### config.mk
export PLATFORM = sky130hd
export DESIGN_NAME = clock_step_ctrl
export DESIGN_NICKNAME = d
export VERILOG_FILES = /design/src/rtl/clock_ctrl_pkg.sv /design/src/rtl/rise_detect.sv /design/src/rtl/clock_step_ctrl.sv
export SDC_FILE = /design/constraint.sdc
export NUM_CORES = 1
export LEC_CHECK = 0
export ABC_AREA = 1
export BUFFER_PORTS_ARGS = -buffer_cell sky130_fd_sc_hd__buf_4
export CAP_MARGIN = 20
export CORE_ASPECT_RATIO = 0.6
export CORE_UTILIZATION = 25
export DETAILED_ROUTE_END_ITERATION = 6
export GPL_TIMING_DRIVEN = 0
export PLACE_DENSITY_LB_ADDON = 0.1
export SYNTH_ARGS = -nofsm -noshare
export SYNTH_HDL_FRONTEND = slang
export SYNTH_SLANG_ARGS = --single-unit
### constraint.sdc
create_clock -name clk -period 5 [get_ports clk]
set_input_delay 0.5 -clock clk [delete_from_list [all_inputs] [get_ports clk]]
set_output_delay 0.5 -clock clk [all_outputs]
set_load 0.02 [all_outputs]
### src/rtl/clock_ctrl_pkg.sv
// Shared types and constants for the run/step/halt clock controller.
package clock_ctrl_pkg;

  // Encoding is consumed directly by the board 7-seg decoder; keep it stable.
  typedef enum logic [1:0] {
    HALT = 2'd0,
    RUN  = 2'd1,
    STEP = 2'd2
  } ctrl_state_t;

  localparam int unsigned STEP_CNT_W = 16;
  localparam int unsigned RATE_SHIFT = 2;

  // Right-shift applied to the base divider count for a given rate select.
  function automatic int unsigned rate_shamt(input logic [1:0] sel);
    return RATE_SHIFT * int'(sel);
  endfunction

endpackage

### src/rtl/rise_detect.sv
// Rising-edge detector for a debounced button level.
// A button already held at reset release must be seen low once before
// any edge is reported, so a stuck-high button cannot fire on power-up.
module rise_detect (
  input  logic clk,
  input  logic rst,
  input  logic btn,
  output logic rise
);

  logic btn_d;
  logic seen_low;

  // Registered button history plus the "has been released" qualifier.
  always_ff @(posedge clk) begin
    if (!rst) begin
      btn_d    <= 1'b0;
      seen_low <= 1'b0;
    end else begin
      btn_d    <= btn;
      seen_low <= seen_low | ~btn;
    end
  end

  assign rise = btn & ~btn_d & seen_low;

endmodule

### src/rtl/clock_step_ctrl.sv
// Run/step/halt controller producing one-cycle processor clock enables.
// Optional breakpoint compare: define CLOCK_STEP_CTRL_BREAKPOINT_EN.
module clock_step_ctrl
  import clock_ctrl_pkg::*;
#(
  parameter int unsigned N_COUNT  = 25000000,
  parameter int unsigned PC_WIDTH = 32
) (
  input  logic                  clk,
  input  logic                  rst,
  input  logic                  run_btn,
  input  logic                  step_btn,
  input  logic                  halt_req,
  input  logic [1:0]            rate_sel,
`ifdef CLOCK_STEP_CTRL_BREAKPOINT_EN
  input  logic [PC_WIDTH-1:0]   pc,
  input  logic [PC_WIDTH-1:0]   bp_addr,
  input  logic                  bp_valid,
  output logic                  bp_hit,
`endif
  output logic                  cpu_en,
  output logic                  cpu_clk_out,
  output logic [1:0]            state,
  output logic [STEP_CNT_W-1:0] step_count
);

  localparam int unsigned CNT_W = (N_COUNT < 1) ? 1 : $clog2(N_COUNT + 1);

  if (PC_WIDTH == 0) begin : g_bad_pc_width
    $error("PC_WIDTH must be non-zero");
  end

  ctrl_state_t      st, st_nxt;
  logic [CNT_W-1:0] cnt, cnt_nxt;
  logic [CNT_W-1:0] term;
  logic             pulse;
  logic             run_rise;
  logic             step_rise;

`ifdef CLOCK_STEP_CTRL_BREAKPOINT_EN
  logic bp_armed, bp_armed_nxt;
  logic bp_hit_nxt;
`endif

  rise_detect u_run_rise (
    .clk  (clk),
    .rst  (rst),
    .btn  (run_btn),
    .rise (run_rise)
  );

  rise_detect u_step_rise (
    .clk  (clk),
    .rst  (rst),
    .btn  (step_btn),
    .rise (step_rise)
  );

  // Divider terminal count follows rate_sel immediately.
  always_comb begin
    term = CNT_W'(N_COUNT >> rate_shamt(rate_sel));
  end

  // Next-state, divider and pulse decision; halt sources outrank the terminal count.
  always_comb begin
    st_nxt  = st;
    cnt_nxt = cnt;
    pulse   = 1'b0;
`ifdef CLOCK_STEP_CTRL_BREAKPOINT_EN
    bp_hit_nxt   = bp_hit;
    bp_armed_nxt = 1'b0;
`endif
    case (st)
      HALT: begin
        if (!halt_req) begin
          if (run_rise) begin
            st_nxt  = RUN;
            cnt_nxt = '0;
          end else if (step_rise) begin
            st_nxt = STEP;
          end
        end
      end
      STEP: begin
        st_nxt = HALT;
        pulse  = ~halt_req;
      end
      RUN: begin
`ifdef CLOCK_STEP_CTRL_BREAKPOINT_EN
        // Arm only once the processor has consumed an enable since entry,
        // so resuming from a breakpoint PC is not caught by the stale match.
        bp_armed_nxt = bp_armed | cpu_en;
`endif
        if (halt_req || run_rise) begin
          st_nxt  = HALT;
          cnt_nxt = '0;
`ifdef CLOCK_STEP_CTRL_BREAKPOINT_EN
        end else if (bp_armed && bp_valid && (pc == bp_addr)) begin
          st_nxt     = HALT;
          cnt_nxt    = '0;
          bp_hit_nxt = 1'b1;
`endif
        end else if (cnt >= term) begin
          cnt_nxt = '0;
          pulse   = 1'b1;
        end else begin
          cnt_nxt = cnt + 1'b1;
        end
      end
      default: begin
        st_nxt  = HALT;
        cnt_nxt = '0;
      end
    endcase
`ifdef CLOCK_STEP_CTRL_BREAKPOINT_EN
    if (st == HALT && st_nxt != HALT) begin
      bp_hit_nxt = 1'b0;
    end
`endif
  end

  // Registered FSM, divider and pulse-driven indicators.
  always_ff @(posedge clk) begin
    if (!rst) begin
      st          <= HALT;
      cnt         <= '0;
      cpu_en      <= 1'b0;
      cpu_clk_out <= 1'b0;
      step_count  <= '0;
    end else begin
      st     <= st_nxt;
      cnt    <= cnt_nxt;
      cpu_en <= pulse;
      if (pulse) begin
        cpu_clk_out <= ~cpu_clk_out;
        step_count  <= step_count + 1'b1;
      end
    end
  end

`ifdef CLOCK_STEP_CTRL_BREAKPOINT_EN
  // Breakpoint arming and sticky hit flag.
  always_ff @(posedge clk) begin
    if (!rst) begin
      bp_armed <= 1'b0;
      bp_hit   <= 1'b0;
    end else begin
      bp_armed <= bp_armed_nxt;
      bp_hit   <= bp_hit_nxt;
    end
  end
`endif

  assign state = st;

endmodule

==> results.md, run 1 <==
- DR iter-0 viols: between 200 and 250
- Final hold vios: 0
- Top FF cell, synth: dfxtp_1
- Crit path time final: 2.770 ns
- Post-synthesis cell area: 3249 sq um
- Final Max Slew Viols: 0
- VDD IR-drop max: around 0.00013 V
- Worst EP arrival: 2.98 ns
- Hpwl dp: between 7 and 8 mm
- Setup Buffers After CTS: 0
- Routability cong.: a little under 0.8
- Post-cts resize count: 0
- Sw Share: 0.3963
- Max-cap viol count: 0
- H-tree depth: 2
- Grt met1 use: 0.2581
- Slew margin rel.: 0.4975
- Worst path slowest cell: ha_1
- Sink Count: 49
- Via count: 3051
- Die Footprint: 13470 sq um
- Cell Chain, Critical Path: buf_4, inv_1, ha_1, inv_1, ha_1, a21oi_1, nand2_1, a21oi_1, nand2_1, inv_1, nand4_1, nand2_1, nand2_1, buf_2, nor3_1
- P_int: just over 0.7 mW
- Period utilisation layout: 0.5540
- Bufs and invs on worst path: 5
- PwrDens: 310.0 nW/um^2
- Die X: approximately 150 um
- Fillers: 1326
- Hold WC Path Type: primary input to flip-flop
- CP top delay family: simple AND/OR/NAND/NOR gates
- Clock tree buffer depth: 2
- Cell depth of the worst setup path: 15
- Unrepaired setup endpoints after global routing: no
- CP most frequent cell: nand2_1
- Setup TNS Final: 0 ns
- Final Util: 0.3055
- Post-route antenna net violation count: 0
- Vias in the first global route: between 2000 and 3000
- GRT overflow: 0
- Sw Pwr: 0.4643 mW
- Cells after Synth: 470
- Reg2Reg Setup Slack: 2.73 ns
- Core region area: around 12000 sq um
- Num CTS Buffers: 5
- R2r startpoint: state[0]$_SDFFE_PN0P_
- Detailed-route wire length per cell: 14.22 um
- CP startpoint kind: primary input
- Initial antenna violation count: 0
- R2R depth: 12
- Setup violators final: 0
- Clk_lat worst skew: 0.29 ns
- Synth Warn #: 0
- Critical Path Start: rate_sel[1]
- EDFF count, synth: 0
- Ports: 27
- Synthesis-to-layout area growth: 16.33%
- Critical path type: primary input to flip-flop
- Row cnt: 31
- Req. time, crit path: 5.21 ns
- Synth cell types: 39
- Worst-Margin Slew: between 0.7 and 0.8 ns
- Achievable Freq: 361.0 MHz
- Post-CTS Hold Fix Bufs: 0
- Clock root cell: clkbuf_16
- Multi-input logic area: 1961 sq um
- Clock power frac: 0.293
- Share of flip-flops with an asynchronous set or reset: 0
- Combinational power share: 0.342
- Flop pwr share: 0.365
- Largest net degree at the start of global routing: 14
- Drt total wl: approximately 9.5 mm
- GRT Overall Usage: 0.1499
- Worst-path clk slew: 0.07 ns
- RR Endpoint: cnt[20]$_SDFFE_PN0P_
- Seq/Total Area, Yosys: 0.3019
- Post-Syn Nets: between 500 and 600
- Pre-antenna DRT Iters: 5
- Most Used Layer, Global Route: met1
- Initial Util: 0.2626
- Worst Path Max Fanout: 10
- Die Y: 90.31 um
- Crit. End Element: flip-flop
- Number of diodes: 0
- GR Layer Usage met3: 0.02879
- Total Power Consumption: 1.172 mW
- Most common cell after layout, fill and taps aside: nand2_1
- Layout cells sized above 1: 0.1412
- Nets: 534
- Vias per cell: between 4 and 5
- Drc violations: 0
- Average size of a mapped cell: 6.914 sq um
- Storage cell area: 980.9 sq um
- Post-route clock skew: around 0.0051 ns
- GR Layer Usage met2: 0.1756
- Run status: finished clean
- CTS tree: built
- Leakage: 1.492 nW
- Wire length of the first global-routing pass: 15.48 mm
- Critical path capture point: cnt[20]$_SDFFE_PN0P_
- # port buffers: 25
- #FFs+latches synth: 49
- Most frequent cells in the layout: nand2_1 (106), nor2_1 (63), inv_1 (54)
- Slowest Stage Delay on Critical Path: 0.31 ns
==> through the flow <==
step	hold WS [ns]	worst slack, ns	std cells	area (sq um)
2_1_floorplan	0.4321	2.621	470	3249
3_3_place_gp	0.4510	1.962	660	3643
3_5_place_dp	0.4526	1.954	660	3643
4_1_cts	0.3924	2.257	668	3780
5_1_grt	0.4146	1.959	668	3780
6_report	0.3971	2.230	668	3780
==> worst min path at each step <==
stage / from / endpoint / slack, ns / cells after the start
6_report: step_btn / u_step_rise.seen_low$_SDFF_PN0_ / 0.40 / 2
5_1_grt: run_btn / u_run_rise.btn_d$_SDFF_PN0_ / 0.41 / 3
4_1_cts: step_btn / u_step_rise.seen_low$_SDFF_PN0_ / 0.39 / 2
3_5_place_dp: u_step_rise.seen_low$_SDFF_PN0_ / u_step_rise.seen_low$_SDFF_PN0_ / 0.45 / 2
3_3_place_gp: u_step_rise.seen_low$_SDFF_PN0_ / u_step_rise.seen_low$_SDFF_PN0_ / 0.45 / 2
2_1_floorplan: u_step_rise.seen_low$_SDFF_PN0_ / u_step_rise.seen_low$_SDFF_PN0_ / 0.43 / 2
==> flip-flops by register name (all words and copies together), names as in the netlist <==
signal                flops
cnt                      25
step_count               16
state                     2
cpu_clk_out               1
cpu_en                    1
u_run_rise.btn_d          1
u_run_rise.seen_low       1
u_step_rise.btn_d         1
u_step_rise.seen_low      1
==> kinds of logic after synthesis <==
kind of cell    after synthesis  synth area share
compound gates               50           0.09088
xor+xnor                     21           0.05660
buf+inv                      70           0.09472
fa+ha+maj                    25           0.09626
simple gates                255            0.3597
flops                        49            0.3019
==> final cells by class <==
class                      count  share of cell area
multi-input combinational    351              0.5187
sequential                    49              0.2595
inverter                      58             0.05760
tap                          165             0.05462
timing repair buffer          25             0.04965
clock buffer                   8             0.03608
buffer                        12             0.02383
==> power groups by stage <==
stage               Combinational, mW  Clock [mW]  Sequential (mW)
floorplan                       0.253           0            0.443
global placement                0.400           0            0.436
detailed placement              0.399           0            0.436
CTS                             0.402       0.354            0.427
global route                    0.440       0.373            0.430
finish                          0.400       0.344            0.428
==> Yosys cell counts (2+ instances only) <==
master	instances	area share
inv_2	3	0.0035
xor2_1	14	0.038
inv_1	54	0.062
a21oi_2	8	0.022
dfxtp_1	49	0.30
nor4_1	3	0.0058
o21ai_1	2	0.0031
nand2_1	106	0.12
buf_2	5	0.0077
clkbuf_1	3	0.0035
nand4_1	10	0.019
nand2_2	2	0.0038
a31oi_1	2	0.0038
nor3_2	2	0.0062
nor2_1	63	0.073
nand3_2	10	0.031
ha_1	25	0.096
o21ai_0	7	0.011
xnor2_1	7	0.019
nor3_1	19	0.029
nand3_1	31	0.048
nor2_2	3	0.0058
a21oi_1	26	0.040
==> routing by layer <==
metal,share of wire,routed length [um]
met1,0.61,5758
met2,0.34,3241
met3,0.048,454
met4,0.0044,42
met5,0,0
(Power assumes the default switching activity.)
==> inputs of run 2 (changes only) <==
--- a/config.mk
+++ b/config.mk
@@ -5,7 +5,7 @@
 export SDC_FILE = /design/constraint.sdc
 export NUM_CORES = 1
 export LEC_CHECK = 0
-export ABC_AREA = 1
+export ABC_AREA = 0
 export BUFFER_PORTS_ARGS = -buffer_cell sky130_fd_sc_hd__buf_4
 export CAP_MARGIN = 20
 export CORE_ASPECT_RATIO = 0.6
==> constraint.sdc (replaced) <==
create_clock -name clk -period 2.6 [get_ports clk]
set_input_delay 0.26 -clock clk [delete_from_list [all_inputs] [get_ports clk]]
set_output_delay 0.26 -clock clk [all_outputs]
set_load 0.02 [all_outputs]
==> run 2 against run 1 <==
  * The run now ends with setup timing left
  * Flip-flop and latch count stayed put
  * Clock-buffer cell count is 1 lower
  * Cell count is 22% lower
  * Combinational power is 66% lower
  * First-iteration DRC count is 23% lower
  * Critical path type is now flip-flop to flip-flop
  * Largest power group unchanged
==> results.md, run 2 <==
- Period utilisation layout: 1.056
- Die Footprint: 11930 sq um (was 13470 sq um)
- Hold_sp: step_btn (unchanged)
- PwrDens: 435.6 nW/um^2 (was 310.0 nW/um^2)
- Reg2Reg Setup Slack: -0.15 ns (was 2.73 ns)
- Clock root cell: clkbuf_16 (unchanged)
- Nets: 412 (was 534)
- Synthesis-to-layout area growth: 23.98% (was 16.33%)
- Average size of a mapped cell: 8.517 sq um (was 6.914 sq um)
- Leakage: 1.337 nW (was 1.492 nW)
- GRT Overall Usage: 0.1420 (was 0.1499)
- Final setup margin: -0.1464 ns (was 2.230 ns)
- RR Endpoint: step_count[2]$_SDFFE_PN0P_ (was cnt[20]$_SDFFE_PN0P_)
- CTS tree: built (unchanged)
- Slowest Stage Delay on Critical Path: 0.40 ns (was 0.31 ns)
- Sink Count: 49 (unchanged)
- # port buffers: 25 (unchanged)
- H-tree depth: 2 (unchanged)
- Final Max Slew Viols: 0 (unchanged)
- Drc violations: 0 (unchanged)
- Share of flip-flops with an asynchronous set or reset: 0 (unchanged)
- Post-synthesis cell area: 2870 sq um (was 3249 sq um)
- Cells after Synth: 337 (was 470)
- Ports: 27 (unchanged)
- Area share of the largest cell type after synthesis: 0.3418 (was 0.3019)
- Critical path type: flip-flop to flip-flop (was primary input to flip-flop)
- Core region area: 10850 sq um (was 12370 sq um)
- Critical Path Start: cnt[0]$_SDFFE_PN0P_ (was rate_sel[1])
- Most common cell in the synthesized netlist: dfxtp_1 (was nand2_1)
- Num CTS Buffers: 5 (unchanged)
- Largest register FFs: 25 (unchanged)
- Clock tree buffer depth: 2 (unchanged)
- Crit path time final: between 2 and 3 ns
- Achievable Freq: 364.1 MHz
- Post-Synth XOR/XNOR Area: 0.06713 (was 0.05660)
- Hold Path Stages: 2 (unchanged)
- Routability cong.: 0.7691 (was 0.7952)
- Total Power Consumption: 1.550 mW (was 1.172 mW)
- Most common cell after layout, fill and taps aside: dfxtp_1 (was nand2_1)
- Number of diodes: 0 (unchanged)
- EDFF count, synth: 0 (unchanged)
- Detailed-route wire length per cell: 15.53 um (was 14.22 um)
- Slew margin rel.: 0.5040 (was 0.4975)
- Clk_lat worst skew: 0.29 ns (about the same)
- Synth Warn #: 0 (unchanged)
- Layout cells sized above 1: 0.1632 (was 0.1412)
- Post-route clock skew: 0.007180 ns (was 0.005087 ns)
- Worst EP arrival: 2.92 ns (was 2.98 ns)
- Via count: 2497 (was 3051)
- Pre-antenna DRT Iters: 4 (was 5)
- Worst-Margin Slew: 0.7413 ns (was 0.7537 ns)
- Vias per cell: 4.811 (was 4.567)
- Row cnt: 29 (was 31)
- Fillers: 1132 (was 1326)
- Largest Register: cnt (unchanged)
- Run status: finished, violations left (was finished clean)
- R2R depth: 10 (was 12)
- VDD IR-drop max: 0.0002037 V (was 0.0001289 V)
- Setup violators final: 38 (was 0)
- CP startpoint kind: flip-flop (was primary input)
- GRT overflow: 0 (unchanged)
- Ranking of synthesized cells by area: dfxtp_1 (34%), ha_1 (11%), nor2_1 (4.1%) (was dfxtp_1 (30%), nand2_1 (12%), ha_1 (9.6%))
- Hpwl dp: 6.032 mm (was 7.594 mm)
- Die Y: 85.00 um (was 90.31 um)
- Die X: 140.3 um (was 149.2 um)
- Final Util: 0.3280 (was 0.3055)
- Failing checks: setup timing
- Vias in the first global route: 2298 (was 2846)
- Post-Syn Nets: 369 (was 502)
- Seq/Total Area, Yosys: 0.3418 (was 0.3019)
- #FFs+latches synth: 49 (unchanged)
- Placement Setup Slack: -0.5958 ns (was 1.954 ns)
- Hold Slack: 0.1643 ns (was 0.3971 ns)
- Worst-path clk slew: 0.07 ns (about the same)
- Synth Area in Compound Gates: 0.1164 (was 0.09087)
- DR iter-0 viols: 176 (was 230)
- Mux contribution to synthesized area: 0.03139 (was 0)
- Worst path slowest cell: a2111oi_4 (was ha_1)
- Cell Chain, Critical Path: inv_2, ha_4, or3b_1, a2111o_1, a211o_4, a2111oi_4, buf_6, buf_4, nor3b_4, mux2i_1 (was buf_4, inv_1, ha_1, inv_1, ha_1, a21oi_1, nand2_1, a21oi_1, nand2_1, inv_1, nand4_1, nand2_1, nand2_1, buf_2, nor3_1)
- Req. time, crit path: 2.77 ns (was 5.21 ns)
- Initial antenna violation count: 0 (unchanged)
- Synth cell types: 47 (was 39)
- Worst Path Max Fanout: 6 (was 10)
- Drt total wl: 8.058 mm (was 9.496 mm)
- Final hold vios: 0 (unchanged)
- Simple-Gate Fraction of Synth Area: 0.2873 (was 0.3596)
- Hold EP: u_step_rise.seen_low$_SDFF_PN0_ (unchanged)
- Wire length of the first global-routing pass: 12.94 mm (was 15.48 mm)
- Max-cap viol count: 0 (unchanged)
- Most frequent cells in the layout: dfxtp_1 (48), buf_4 (34), nor2_1 (30) (was nand2_1 (106), nor2_1 (63), inv_1 (54))
- R2r startpoint: cnt[0]$_SDFFE_PN0P_ (was state[0]$_SDFFE_PN0P_)
- Post-route antenna net violation count: 0 (unchanged)
- Unrepaired setup endpoints after global routing: yes (was no)
- Post-synth top cells: dfxtp_1 (49), nor2_1 (31), nand2_1 (26) (was nand2_1 (106), nor2_1 (63), inv_1 (54))
- Top FF cell, synth: dfxtp_1 (unchanged)
- Adder-cell share of the synthesized area: 0.1090 (was 0.09626)
- Initial Util: 0.2646 (was 0.2626)
- Largest net degree at the start of global routing: 14 (unchanged)
- Largest family of logic cells by synthesized area: simple AND/OR/NAND/NOR gates (unchanged)
- Crit. End Element: flip-flop (unchanged)
- Leading area contributor after synthesis: dfxtp_1 (unchanged)
- Hold WC Path Type: primary input to flip-flop (unchanged)
## run 2: layer usage
layer	routed length [um]	global-route usage
met1	4944	0.2424
met2	2717	0.1655
met3	360	0.03160
met4	35	0.02997
met5	0	0
## run 2: worst max-delay path by stage
stage                                        endpoint  slack, ns  cells past startpoint
after floorplan            step_count[7]$_SDFFE_PN0P_      -0.06                     10
after CTS                 step_count[13]$_SDFFE_PN0P_      -0.13                     10
after detailed placement  step_count[11]$_SDFFE_PN0P_      -0.60                     11
final                      step_count[2]$_SDFFE_PN0P_      -0.15                     10
after global routing      step_count[12]$_SDFFE_PN0P_      -0.24                     10
after global placement    step_count[12]$_SDFFE_PN0P_      -0.62                     11
## run 2: cells by family after synthesis
| logic type | Yosys count |
|---|---|
| XOR/XNOR | 22 |
| adder cells (fa/ha/maj) | 25 |
| AND/OR/NAND/NOR | 152 |
| buffers and inverters | 31 |
| flip-flops | 49 |
| AO/OA/AOI/OAI | 49 |
| multiplexers | 9 |
## run 2: timing repair
action | CTS | global route
resized for setup | 5 | 16
gates cloned | 2 | 1
pin swaps | 2 | 1
setup endpoints to repair | 43 | 38
buffers inserted | 2 | 6
hold buffers | 0 | 0
## run 2: critical path, delay by kind of cell, from the launching register on
| family | cells | cell delay (ns) |
|---|---|---|
| AND/OR/NAND/NOR | 2 | 0.42 |
| AO/OA/AOI/OAI | 3 | 1.15 |
| multiplexers | 1 | 0.13 |
| flip-flops | 1 | 0.34 |
| adder cells (fa/ha/maj) | 1 | 0.22 |
| buffers and inverters | 3 | 0.36 |
## run 2: power by group
group / switching [mW] / total (mW) / internal (mW)
logic: 0.0865 / 0.137 / 0.0505
registers: 0.00320 / 0.759 / 0.755
clock network: 0.276 / 0.654 / 0.379
## run 2: cell type report
cell class | count | area, sq um | share of cell area
clock buffer | 7 | 142.6 | 0.04008
sequential | 49 | 982.2 | 0.2760
tap | 139 | 173.9 | 0.04887
timing repair buffer | 36 | 271.5 | 0.07630
buffer | 13 | 80.08 | 0.02250
multi-input combinational | 257 | 1837 | 0.5162
inverter | 18 | 71.32 | 0.02004
## run 2: stage by stage
step	instances	area [sq um]	setup TNS, ns
after CTS	512	3452	-4.313
after detailed placement	501	3264	-22.53
final	519	3558	-2.614
after global routing	519	3558	-6.172
after global placement	501	3264	-23.14
after floorplan	337	2903	-0.3692
==> inputs of run 3 (changes only) <==
--- a/config.mk
+++ b/config.mk
@@ -12,7 +12,7 @@
 export CORE_UTILIZATION = 25
 export DETAILED_ROUTE_END_ITERATION = 6
 export GPL_TIMING_DRIVEN = 0
-export PLACE_DENSITY_LB_ADDON = 0.1
+export PLACE_DENSITY_LB_ADDON = 0.12
 export SYNTH_ARGS = -nofsm -noshare
 export SYNTH_HDL_FRONTEND = slang
 export SYNTH_SLANG_ARGS = --single-unit
==> constraint.sdc (replaced) <==
create_clock -name clk -period 2.6 [get_ports clk]
set_input_delay 0 -clock clk [delete_from_list [all_inputs] [get_ports clk]]
set_output_delay 0 -clock clk [all_outputs]
set_load 0.02 [all_outputs]
==> run 3 against run 2 <==
  * Largest cell class unchanged
  * Clock power about the same
  * The run still ends with setup timing left
  * Highest routed layer unchanged
  * Non-clock buffer count grew 2
  * Flip-flop and latch count unchanged
  * Via count increased by 2.2%
  * Critical endpoint is now step_count[15]$_SDFFE_PN0P_
  * Maximum frequency is essentially flat
  * Register-to-register slack about the same
  * Critical path depth is the same
  * Clock skew down 0.0023 ns
==> results.md, run 3 (synthesized netlist as in run 2, its figures left out) <==
- Largest register FFs: 25 (unchanged)
- Layout cells sized above 1: 0.1906 (was 0.1632)
- Combinational power share: 0.090 (was 0.088)
- Crit. End Element: flip-flop (unchanged)
- Drc violations: 0 (unchanged)
- Die Y: 85.00 um (unchanged)
- Clock tree buffer depth: 2 (unchanged)
- Cell Chain, Critical Path: inv_2, ha_4, or3b_1, a2111o_1, a211o_4, a2111oi_4, buf_4, buf_6, or4_1, a21oi_2 (was inv_2, ha_4, or3b_1, a2111o_1, a211o_4, a2111oi_4, buf_6, buf_4, nor3b_4, mux2i_1)
- DR iter-0 viols: 136 (was 176)
- Clock power frac: 0.421 (was 0.422)
- GRT overflow: 0 (unchanged)
- Initial antenna violation count: 0 (unchanged)
- Unrepaired setup endpoints after global routing: yes (unchanged)
- Largest Register: cnt (unchanged)
- Clock root cell: clkbuf_16 (unchanged)
- Total Power Consumption: 1.551 mW (was 1.550 mW)
- Sw Share: 0.2495 (was 0.2358)
- Hold WC Path Type: primary input to flip-flop (unchanged)
- Detailed-route wire length per cell: 15.49 um (was 15.53 um)
- Die Footprint: 11930 sq um (unchanged)
- CP top delay family: compound AO/OA/AOI/OAI gates (unchanged)
- H-tree depth: 2 (unchanged)
- Drt total wl: 8.084 mm (was 8.058 mm)
- Die X: 140.3 um (unchanged)
- Vias per cell: 4.889 (was 4.811)
- Initial Util: 0.2646 (unchanged)
- Core region area: 10850 sq um (unchanged)
- Leakage: 1.360 nW (was 1.337 nW)
- Via count: 2552 (was 2497)
- Most frequent cells in the layout: dfxtp_1 (48), nor2_1 (30), buf_4 (30) (was dfxtp_1 (48), buf_4 (34), nor2_1 (30))
- Worst Path Max Fanout: 5 (was 6)
- Worst path slowest cell: a2111o_1 (was a2111oi_4)
- Bufs and invs on worst path: 3 (unchanged)
- Slowest Stage Delay on Critical Path: 0.43 ns (was 0.40 ns)
- Crit path time final: 2.744 ns (was 2.746 ns)
- Hpwl dp: 5.987 mm (was 6.032 mm)
- Achievable Freq: 364.4 MHz (was 364.1 MHz)
- Setup violators final: 35 (was 38)
- Largest net degree at the start of global routing: 15 (was 14)
- Vias in the first global route: 2450 (was 2298)
- Pre-antenna DRT Iters: 5 (was 4)
- # port buffers: 25 (unchanged)
- Max-cap viol count: 0 (unchanged)
- Wire length of the first global-routing pass: 13.29 mm (was 12.94 mm)
- Hold Slack: 0.05128 ns (was 0.1643 ns)
- Setup TNS Final: -2.226 ns (was -2.614 ns)
- Run status: finished, violations left (unchanged)
- Worst EP arrival: 2.90 ns (was 2.92 ns)
- Row cnt: 29 (unchanged)
- Final setup margin: -0.1439 ns (was -0.1464 ns)
- Sw Pwr: 0.3869 mW (was 0.3655 mW)
- Placement Setup Slack: -0.4940 ns (was -0.5958 ns)
- GRT Overall Usage: 0.1444 (was 0.1420)
- Slew margin rel.: 0.4973 (was 0.5040)
- CTS tree: built (unchanged)
- Routability cong.: 0.7637 (was 0.7691)
- Final Max Slew Viols: 0 (unchanged)
- CP startpoint kind: flip-flop (unchanged)
- Worst-Margin Slew: 0.7512 ns (was 0.7413 ns)
- Final hold vios: 0 (unchanged)
- Num CTS Buffers: 5 (unchanged)
- Number of diodes: 0 (unchanged)
- Req. time, crit path: 2.75 ns (was 2.77 ns)
- Sink Count: 49 (unchanged)
- Final Util: 0.3387 (was 0.3280)
- Synthesis-to-layout area growth: 28.03% (was 23.98%)
- Nets: 414 (was 412)
- Post-route clock skew: 0.004845 ns (was 0.007180 ns)
- Post-route antenna net violation count: 0 (unchanged)
- Critical path type: flip-flop to flip-flop (unchanged)
- VDD IR-drop max: 0.0003632 V (was 0.0002037 V)
- Reg2Reg Setup Slack: -0.14 ns (was -0.15 ns)
- Worst-path clk slew: 0.07 ns (about the same)
- Flop pwr share: 0.489 (about the same)
- Period utilisation layout: 1.055 (was 1.056)
- Failing checks: setup timing (unchanged)
- Ports: 27 (unchanged)
- PwrDens: 422.0 nW/um^2 (was 435.6 nW/um^2)
- P_int: 1.164 mW (was 1.185 mW)
- Clk_lat worst skew: 0.29 ns (about the same)
- Most common cell after layout, fill and taps aside: dfxtp_1 (unchanged)
==> run 3: cell count changes in the layout (fill, tap and decap cells not counted), sizes merged <==
cell / previous run / this run
clkinv: 0 / 2
buf: 41 / 42
inv: 17 / 18
dlygate4sd3: 0 / 2
clkinvlp: 1 / 0
clkbuf: 15 / 13
==> run 3: final cells by class <==
| cell class | instances | area [sq um] |
|---|---|---|
| Clock buffer | 6 | 128.9 |
| Timing Repair Buffer | 38 | 329.1 |
| Sequential cell | 49 | 982.2 |
| Buffer | 13 | 83.83 |
| Multi-Input combinational cell | 257 | 1899 |
| Fill cell | 1146 | 7174 |
| Tap cell | 139 | 173.9 |
| Inverter | 18 | 67.56 |
| Clock inverter | 2 | 10.01 |
==> run 3: worst paths after layout <==
| kind | start | endpoint | cells past startpoint |
|---|---|---|---|
| worst max-delay path | cnt[0]$_SDFFE_PN0P_ | step_count[15]$_SDFFE_PN0P_ | 10 |
| worst min-delay path | halt_req | state[0]$_SDFFE_PN0P_ | 4 |
| worst max register to register | cnt[0]$_SDFFE_PN0P_ | step_count[15]$_SDFFE_PN0P_ | 10 |
| worst min register to register | u_step_rise.seen_low$_SDFF_PN0_ | u_step_rise.seen_low$_SDFF_PN0_ | 2 |
==> run 3: power groups by stage <==
stage | Clock, mW | Combinational, mW | Sequential (mW)
after detailed placement | 0 | 0.115 | 0.776
after global routing | 0.709 | 0.155 | 0.759
final | 0.653 | 0.139 | 0.758
after CTS | 0.679 | 0.131 | 0.758
after global placement | 0 | 0.113 | 0.776
after floorplan | 0 | 0.0721 | 0.776
==> run 3: layer usage <==
| layer | part of all wire | wire [um] | GRT usage |
|---|---|---|---|
| met5 | 0 | 0 | 0 |
| met4 | 0.011 | 91 | 0.03896 |
| met3 | 0.050 | 406 | 0.03330 |
| met2 | 0.34 | 2740 | 0.1755 |
| met1 | 0.60 | 4845 | 0.2371 |
==> run 3: worst register-to-register path, delay by kind of cell (launching register included) <==
kind,cells,cell delay [ns]
adders and majority gates,1,0.20
buffers and inverters,3,0.37
DFF,1,0.33
AOI/OAI and AO/OA,4,1.22
and+or+nand+nor,2,0.48
==> run 3: metrics by stage <==
step / instances / instance area [sq um]
2_1_floorplan: 337 / 2884
3_3_place_gp: 501 / 3246
3_5_place_dp: 501 / 3246
4_1_cts: 519 / 3586
5_1_grt: 522 / 3675
6_report: 522 / 3675
==> run 3: repair_timing <==
action | CTS | global route
gates resized for setup | 25 | 15
endpoints found under the setup margin | 43 | 38
cloned | 2 | 0
endpoints found under the hold margin | 4 | 0
hold buffers | 2 | 0
setup buffers | 6 | 3
pin swaps | 19 | 7
